--- src/rtl/alu_control_if.sv ---
// alu_control_if: operand/code inputs and registered result outputs of the execute-stage ALU
interface alu_control_if;
    logic [6:0]  opcode;
    logic [3:0]  func_code;
    logic [31:0] a;
    logic [31:0] b;
    logic [6:0]  alu_ctl;
    logic [31:0] alu_out;
    logic        branch_enable;

    modport master (
        output opcode, func_code, a, b,
        input  alu_ctl, alu_out, branch_enable
    );

    modport slave (
        input  opcode, func_code, a, b,
        output alu_ctl, alu_out, branch_enable
    );
endinterface

--- src/rtl/alu_control.sv ---
// alu_control: RV32I ALU-control decode, 32-bit ALU and branch evaluation with registered outputs
module alu_control (
    input logic clk,
    input logic reset,
    alu_control_if.slave bus
);
    localparam logic [3:0] OP_AND  = 4'b0000;
    localparam logic [3:0] OP_OR   = 4'b0001;
    localparam logic [3:0] OP_ADD  = 4'b0010;
    localparam logic [3:0] OP_SRL  = 4'b0011;
    localparam logic [3:0] OP_SRA  = 4'b0100;
    localparam logic [3:0] OP_SLL  = 4'b0101;
    localparam logic [3:0] OP_SUB  = 4'b0110;
    localparam logic [3:0] OP_SLT  = 4'b0111;
    localparam logic [3:0] OP_XOR  = 4'b1000;
    localparam logic [3:0] OP_SLTU = 4'b1001;
    localparam logic [3:0] OP_PASS = 4'b1010;
    localparam logic [3:0] OP_NOP  = 4'b1111;

    localparam logic [2:0] BR_NONE = 3'b000;
    localparam logic [2:0] BR_EQ   = 3'b001;
    localparam logic [2:0] BR_NE   = 3'b010;
    localparam logic [2:0] BR_LT   = 3'b011;
    localparam logic [2:0] BR_GE   = 3'b100;
    localparam logic [2:0] BR_LTU  = 3'b101;
    localparam logic [2:0] BR_GEU  = 3'b110;

    localparam logic [6:0] OPC_OP     = 7'b0110011;
    localparam logic [6:0] OPC_OP_IMM = 7'b0010011;
    localparam logic [6:0] OPC_LOAD   = 7'b0000011;
    localparam logic [6:0] OPC_STORE  = 7'b0100011;
    localparam logic [6:0] OPC_AUIPC  = 7'b0010111;
    localparam logic [6:0] OPC_JAL    = 7'b1101111;
    localparam logic [6:0] OPC_JALR   = 7'b1100111;
    localparam logic [6:0] OPC_LUI    = 7'b0110111;
    localparam logic [6:0] OPC_BRANCH = 7'b1100011;

    logic [3:0]  op;
    logic [2:0]  br;
    logic [31:0] result;
    logic        taken;
    logic [2:0]  f3;
    logic [4:0]  shamt;
    logic        lt_s;
    logic        lt_u;

    assign f3    = bus.func_code[2:0];
    assign shamt = bus.b[4:0];
    assign lt_s  = $signed(bus.a) < $signed(bus.b);
    assign lt_u  = bus.a < bus.b;

    // Decode opcode and function code into the operation and branch-condition fields
    always_comb begin
        op = OP_NOP;
        br = BR_NONE;
        case (bus.opcode)
            OPC_OP: begin
                case (bus.func_code)
                    4'b0000: op = OP_ADD;
                    4'b1000: op = OP_SUB;
                    4'b0001: op = OP_SLL;
                    4'b0010: op = OP_SLT;
                    4'b0011: op = OP_SLTU;
                    4'b0100: op = OP_XOR;
                    4'b0101: op = OP_SRL;
                    4'b1101: op = OP_SRA;
                    4'b0110: op = OP_OR;
                    4'b0111: op = OP_AND;
                    default: op = OP_NOP;
                endcase
            end
            // Immediate forms ignore instr[30] except to pick arithmetic right shift
            OPC_OP_IMM: begin
                case (f3)
                    3'b000:  op = OP_ADD;
                    3'b001:  op = OP_SLL;
                    3'b010:  op = OP_SLT;
                    3'b011:  op = OP_SLTU;
                    3'b100:  op = OP_XOR;
                    3'b101:  op = bus.func_code[3] ? OP_SRA : OP_SRL;
                    3'b110:  op = OP_OR;
                    default: op = OP_AND;
                endcase
            end
            OPC_LOAD, OPC_STORE, OPC_AUIPC, OPC_JAL, OPC_JALR: op = OP_ADD;
            OPC_LUI: op = OP_PASS;
            OPC_BRANCH: begin
                op = OP_SUB;
                case (f3)
                    3'b000:  br = BR_EQ;
                    3'b001:  br = BR_NE;
                    3'b100:  br = BR_LT;
                    3'b101:  br = BR_GE;
                    3'b110:  br = BR_LTU;
                    3'b111:  br = BR_GEU;
                    default: br = BR_NONE;
                endcase
            end
            default: begin
                op = OP_NOP;
                br = BR_NONE;
            end
        endcase
    end

    // Compute the ALU result for the decoded operation
    always_comb begin
        case (op)
            OP_AND:  result = bus.a & bus.b;
            OP_OR:   result = bus.a | bus.b;
            OP_ADD:  result = bus.a + bus.b;
            OP_SRL:  result = bus.a >> shamt;
            OP_SRA:  result = $signed(bus.a) >>> shamt;
            OP_SLL:  result = bus.a << shamt;
            OP_SUB:  result = bus.a - bus.b;
            OP_SLT:  result = {31'd0, lt_s};
            OP_XOR:  result = bus.a ^ bus.b;
            OP_SLTU: result = {31'd0, lt_u};
            OP_PASS: result = bus.b;
            default: result = 32'd0;
        endcase
    end

    // Evaluate the branch condition; no branch code means not taken
    always_comb begin
        case (br)
            BR_EQ:   taken = bus.a == bus.b;
            BR_NE:   taken = bus.a != bus.b;
            BR_LT:   taken = lt_s;
            BR_GE:   taken = !lt_s;
            BR_LTU:  taken = lt_u;
            BR_GEU:  taken = !lt_u;
            default: taken = 1'b0;
        endcase
    end

    // Register all outputs; reset forces the NOP control word and zero results
    always_ff @(posedge clk) begin
        if (reset) begin
            bus.alu_ctl       <= {BR_NONE, OP_NOP};
            bus.alu_out       <= 32'd0;
            bus.branch_enable <= 1'b0;
        end else begin
            bus.alu_ctl       <= {br, op};
            bus.alu_out       <= result;
            bus.branch_enable <= taken;
        end
    end
endmodule

--- src/flat_wrapper.sv ---
// flat-port wrapper written by rule: the top's interface ports become plain ports
module alu_control_flat 
  (clk, reset, bus_opcode, bus_func_code, bus_a, bus_b, bus_alu_ctl, bus_alu_out, bus_branch_enable);
  alu_control_if bus_i ();
  input logic clk;
  input logic reset;
  input wire logic [$bits(bus_i.opcode)-1:0] bus_opcode;
  input wire logic [$bits(bus_i.func_code)-1:0] bus_func_code;
  input wire logic [$bits(bus_i.a)-1:0] bus_a;
  input wire logic [$bits(bus_i.b)-1:0] bus_b;
  output wire logic [$bits(bus_i.alu_ctl)-1:0] bus_alu_ctl;
  output wire logic [$bits(bus_i.alu_out)-1:0] bus_alu_out;
  output wire logic [$bits(bus_i.branch_enable)-1:0] bus_branch_enable;
  assign bus_i.opcode = bus_opcode;
  assign bus_i.func_code = bus_func_code;
  assign bus_i.a = bus_a;
  assign bus_i.b = bus_b;
  assign bus_alu_ctl = bus_i.alu_ctl;
  assign bus_alu_out = bus_i.alu_out;
  assign bus_branch_enable = bus_i.branch_enable;
  alu_control u_core (.clk(clk), .reset(reset), .bus(bus_i));
endmodule
--- config.mk ---
export PLATFORM = sky130hd
export DESIGN_NAME = alu_control_flat
export DESIGN_NICKNAME = d
export VERILOG_FILES = /design/src/rtl/alu_control_if.sv /design/src/rtl/alu_control.sv /design/src/flat_wrapper.sv
export SDC_FILE = /design/constraint.sdc
export NUM_CORES = 1
export LEC_CHECK = 0
export CORE_AREA = 2 2 138 140
export CTS_CLUSTER_SIZE = 16
export DETAILED_ROUTE_END_ITERATION = 10
export DIE_AREA = 0 0 140 142
export PLACE_DENSITY = 0.83
export SYNTH_ARGS = -nofsm -noshare
export SYNTH_HDL_FRONTEND = slang
export SYNTH_SLANG_ARGS = --single-unit
--- constraint.sdc ---
create_clock -name clk -period 9.7 [get_ports clk]
set_input_delay 1.94 -clock clk [delete_from_list [all_inputs] [get_ports clk]]
set_output_delay 1.94 -clock clk [all_outputs]
set_load 0.005 [all_outputs]
# Word level (Yosys, flattened, before mapping)
# Memory sizes are Yosys's and may differ from the RTL's.
# Cells that the tools add are included.
[op_classes]
mux = 7
n_addsub = 2
reduce_logical = 5
n_bitwise = 3
shifts = 3
n_mul = 0
n_eq_ne = 34
n_lt_le_gt_ge = 2
n_div = 0
[ops]
columns = ["op", "n"]
rows = [
  ["$pmux W32 S11", 1],
  ["$lt A32 B32 Y1", 2],
  ["$add A32 B32 Y32", 1],
  ["$and A32 B32 Y32", 1],
  ["$eq A32 B32 Y1", 1],
  ["$ne A32 B32 Y1", 1],
  ["$or A32 B32 Y32", 1],
  ["$shl A32 B5 Y32", 1],
  ["$shr A32 B5 Y32", 1],
  ["$sshr A32 B5 Y32", 1],
  ["$sub A32 B32 Y32", 1],
  ["$xor A32 B32 Y32", 1],
  ["$pmux W4 S7", 1],
  ["$eq A3 B3 Y1 const B", 7],
  ["$eq A7 B6 Y1 const B", 3],
  ["$eq A7 B7 Y1 const B", 3],
  ["$pmux W4 S5", 1],
  ["$pmux W3 S6", 1],
  ["$eq A4 B3 Y1 const B", 4],
  ["$eq A7 B5 Y1 const B", 2],
  ["$eq A3 B2 Y1 const B", 4],
  ["$eq A4 B4 Y1 const B", 3],
  ["$eq A4 B2 Y1 const B", 2],
  ["$eq A7 B2 Y1 const B", 1],
  ["8 further kinds", 11],
]
[word_totals]
mem_bits_ro = 64
memories = 1
latchBits = 0
inputBits = 77
output_inout_bits = 40
ramBits = 0
ff_bits = 40
[mem_list]
columns = ["name", "words", "width", "rd", "rd_ports_with_merged_regs", "write_ports", "line", "source"]
rows = [
  ["(no name shown)", 16, 4, 1, 0, 0, "alu_control.sv:58", "case (bus.func_code)"],
]

# Logic depth before layout (Yosys ltp)
[depth]
ltp_word = 5
ltp_mapped = 15

# Worst setup path before layout
# OpenSTA, ideal clock, no wires.
[synth_path]
path_kind = "input port to flip-flop"
start = "in bus_b[2]"
end = "reg u_core.bus.alu_out[25]"
slack_ns = 4.168
setup_ns = 0.125
arrival_time_ns = 5.407
n_path_buf = 4
required_time_ns = 9.575
path_stages = 15
path_cell_list = "buf_2 inv_2 buf_1 buf_1 ha_1 buf_2 o21ai_0 o21bai_1 o21a_1 a311oi_1 o311ai_1 a211oi_1 xnor2_1 nor2_1 o41a_1"
[synth_via]
elab_chain_cells = 2
[synth_rtl]
columns = ["element", "line", "source"]
rows = [
  ["start: declaration", "flat_wrapper.sv:10", "input wire logic [$bits(bus_i.b)-1:0] bus_b;"],
  ["$sub A32 B32 Y32 (tied with other cells)", "alu_control.sv:115", "OP_SUB: result = bus.a - bus.b;"],
  ["$pmux W32 S11 (*)", "alu_control.sv:108", "case (op)"],
  ["end signal: assignment", "alu_control.sv:145", "bus.alu_out <= result;"],
  ["end: declaration", "alu_control_if.sv:18", "output alu_ctl, alu_out, branch_enable"],
]
# Every way passes the cells marked *; elsewhere a longest branch is shown, timed or not.
# A chain may end at the register's enable or synchronous reset.

# Final worst setup path
[layout_path]
start = "in bus_b[1]"
end = "reg u_core.bus.alu_out[25]"
# The elaborated chain is that of the path after synthesis.

==> flow_summary.ini <==
[layout]
diodes = 0
drive_gt1_share_pct = 7.81
regArea_sq_um = 801
multiInputGateArea_sq_mm = 0.00917
finalNetCount = 1729
num-fill-cells = 1674
area_growth_pct = 11.3

[sta]
setup_viol = 0
tightest_slew_ns = 1.26
fmax_mhz = 168
rsz0062_at_grt = false
tns_ns = 0
period_needed_ns = 5.95
finalCritPeriodShare_pct = 61.4
slew_violations = 0
slew-limit-headroom_pct = 13.7
final-hold-violation-count = 0

[cts]
cts_sinks = 40
root_buffer = clkbuf_16
clockBufferDepth = 2
cts_tree = done
h-tree-depth = 2
cts_made_buffers = 5
cts-hold-fix-buffers = 0
cts_setup_buffers = 0
cts_resized = 0
path_clk_slew_ns = 0.07

[detailed_routing]
drt_iter0_markers = 2138
via_per_inst = 7.42
first_pass_iters = 10
routed_wl_um = 47700
num_vias = 13200
antenna_left = 0
drc_errors = 6
wl_per_cell_um = 26.8

[setup_path]
max_stage_delay_ns = 0.66
critPathKind = in -> reg
cp.required_ns = 9.90
worstSetupStartpointType = input pin
critPathMaxFanout = 38
cp_top_family = compound AO/OA/AOI/OAI gates
crit_path_frequent_cell = o41a_1
worst-path-buf-inv = 2
cp-end-kind = flop
critical_path_arrival_ns = 6.16
crit_slowest_cell = clkinv_1
cp_cell_sequence = buf_4, clkinv_1, ha_1, nor2_1, o311ai_1, a211oi_1, o21ai_1, a31oi_1, o41a_1, a21oi_1, nor3_1, o41a_1

[outcome]
violations = DRC
status = complete, but fails checks

[synth]
synthTopCellsByArea = ha_1 12%, dfxtp_1 7.4%, mux4_2 7.1%, nor2_1 5.8%, a21oi_1 5.3%
synth.largest_area_cell = ha_1
ys_warn_count = 0
synth_cell_types = 100
ys_seq_elements = 40
netlist_area_sq_mm = 0.0109
yosysMostFrequentCell = nor2_1
synthTopCellsByCount = 169 x nor2_1, 149 x nand2_1, 115 x a21oi_1
syn_nets = 1704
ys.flop_type = dfxtp_1
netlist_instances = 1523
synth_edf_count = 0
yosysSeqAreaShare_pct = 7.37
async_reset_ff_share_pct = 0
syn-mean-instance-area_sq_um = 7.13
synth_top_area_share_pct = 11.8

[floorplanning]
coreArea_sq_mm = 0.0185
io_pins = 117
start_util_pct = 58.8
fp.dieW_um = 140
die_height_um = 142
die-area_sq_mm = 0.0199
row_count = 50

[hold_path]
worstHoldPathType = in -> reg
hp-start = bus_b[4]
worst_hold_path.endpoint = u_core.bus.alu_out[12]$_SDFF_PP0_
whs_path_depth = 4

[power_and_ir_drop]
p_per_area_mw_per_mm2 = 76.3
p_leak_nw = 4.72
finalPower_mw = 0.922
ir_drop_v = 0.0000682

[global_routing]
grt_pass1_wl_um = 71700
grt.overflow.total = 0
grt_max_degree = 80
grt.total_usage_pct = 46.5
antenna_found_initial = 0
grt_pass1_vias = 12100

[job]
maxCapViolCount = 0

[place]
numPortBuffers = 116
gp_congestion = 1.12
hpwl_um = 35300
[where the power goes]
| part | switching [mW] | internal, mW |
|---|---|---|
| Combinational | 0.357 | 0.197 |
| Clock | 0.0812 | 0.121 |
| Sequential | 0.000666 | 0.165 |
[layout by cell type, fill, tap and decap left out, types with 15 or more instances in the layout]
cell type,count
a211oi_1,38
a21o_1,15
a21oi_1,115
a31oi_1,34
buf_4,21
clkdlybuf4s50_1,111
dfxtp_1,40
ha_1,102
inv_1,94
mux2_2,17
mux2i_1,57
mux4_2,34
nand2_1,149
nand3_1,25
nor2_1,168
nor3_1,37
o211ai_1,27
o21ai_0,97
o22ai_1,21
[cells by family after synthesis]
group,count (synthesis),synth area share [%]
adder cells (fa/ha/maj),104,12.1
flip-flops,40,7.37
XOR/XNOR,12,0.968
buffers and inverters,218,8.43
AND/OR/NAND/NOR,475,19.8
AO/OA/AOI/OAI,566,37.3
multiplexers,108,14.1
[sequential cells by signal, indices dropped and copies added (netlist names)]
register and count:
u_core.bus.alu_out 32, u_core.bus.alu_ctl 7, u_core.bus.branch_enable 1
[layout make-up]
cell class                 instances  share of cell area, %
multi-input combinational       1265                   75.8
timing repair buffer             136                   10.7
sequential                        40                   6.63
inverter                         100                   3.11
tap                              234                   2.42
clock buffer                       6                   1.07
clock inverter                     2                  0.290
[layer usage]
layer | global-route usage, % | up-vias | wire (um)
li1 | - | 5783 | -
met1 | 57.5 | 6032 | 17200
met2 | 73.3 | 1133 | 20500
met3 | 7.07 | 278 | 5540
met4 | 35.7 | 0 | 4500
met5 | 0 | - | 0
[worst min-delay path: stages]
cell and delay, ns:
buf_2 0.10, buf_4 0.31, nand2_1 0.14, a41oi_1 0.10
[metrics by stage]
| stage | hold WS, ns | setup slack, ns | util, % | instances | cell area [sq um] |
|---|---|---|---|---|---|
| 6_report | 2.36 | 3.75 | 65.5 | 1783 | 12100 |
| 5_1_grt | 2.38 | 3.56 | 65.5 | 1783 | 12100 |
| 4_1_cts | 2.34 | 3.95 | 65.5 | 1783 | 12100 |
| 3_5_place_dp | 2.64 | 3.63 | 64.6 | 1775 | 11900 |
| 3_3_place_gp | 2.64 | 3.70 | 64.6 | 1775 | 11900 |
| 2_1_floorplan | 2.12 | 4.17 | - | 1523 | 10900 |
[worst max path at each step]
stage                  start                                 to  slack, ns  depth (start not counted)
finish              bus_b[1]  u_core.bus.alu_out[25]$_SDFF_PP0_       3.75                         12
global route        bus_b[1]  u_core.bus.alu_out[29]$_SDFF_PP0_       3.56                         13
CTS                 bus_b[1]  u_core.bus.alu_out[25]$_SDFF_PP0_       3.95                         13
detailed placement  bus_b[1]  u_core.bus.alu_out[25]$_SDFF_PP0_       3.63                         13
global placement    bus_b[1]  u_core.bus.alu_out[25]$_SDFF_PP0_       3.70                         12
floorplan           bus_b[2]  u_core.bus.alu_out[25]$_SDFF_PP0_       4.17                         15
Power figures use the tool's default switching activity.
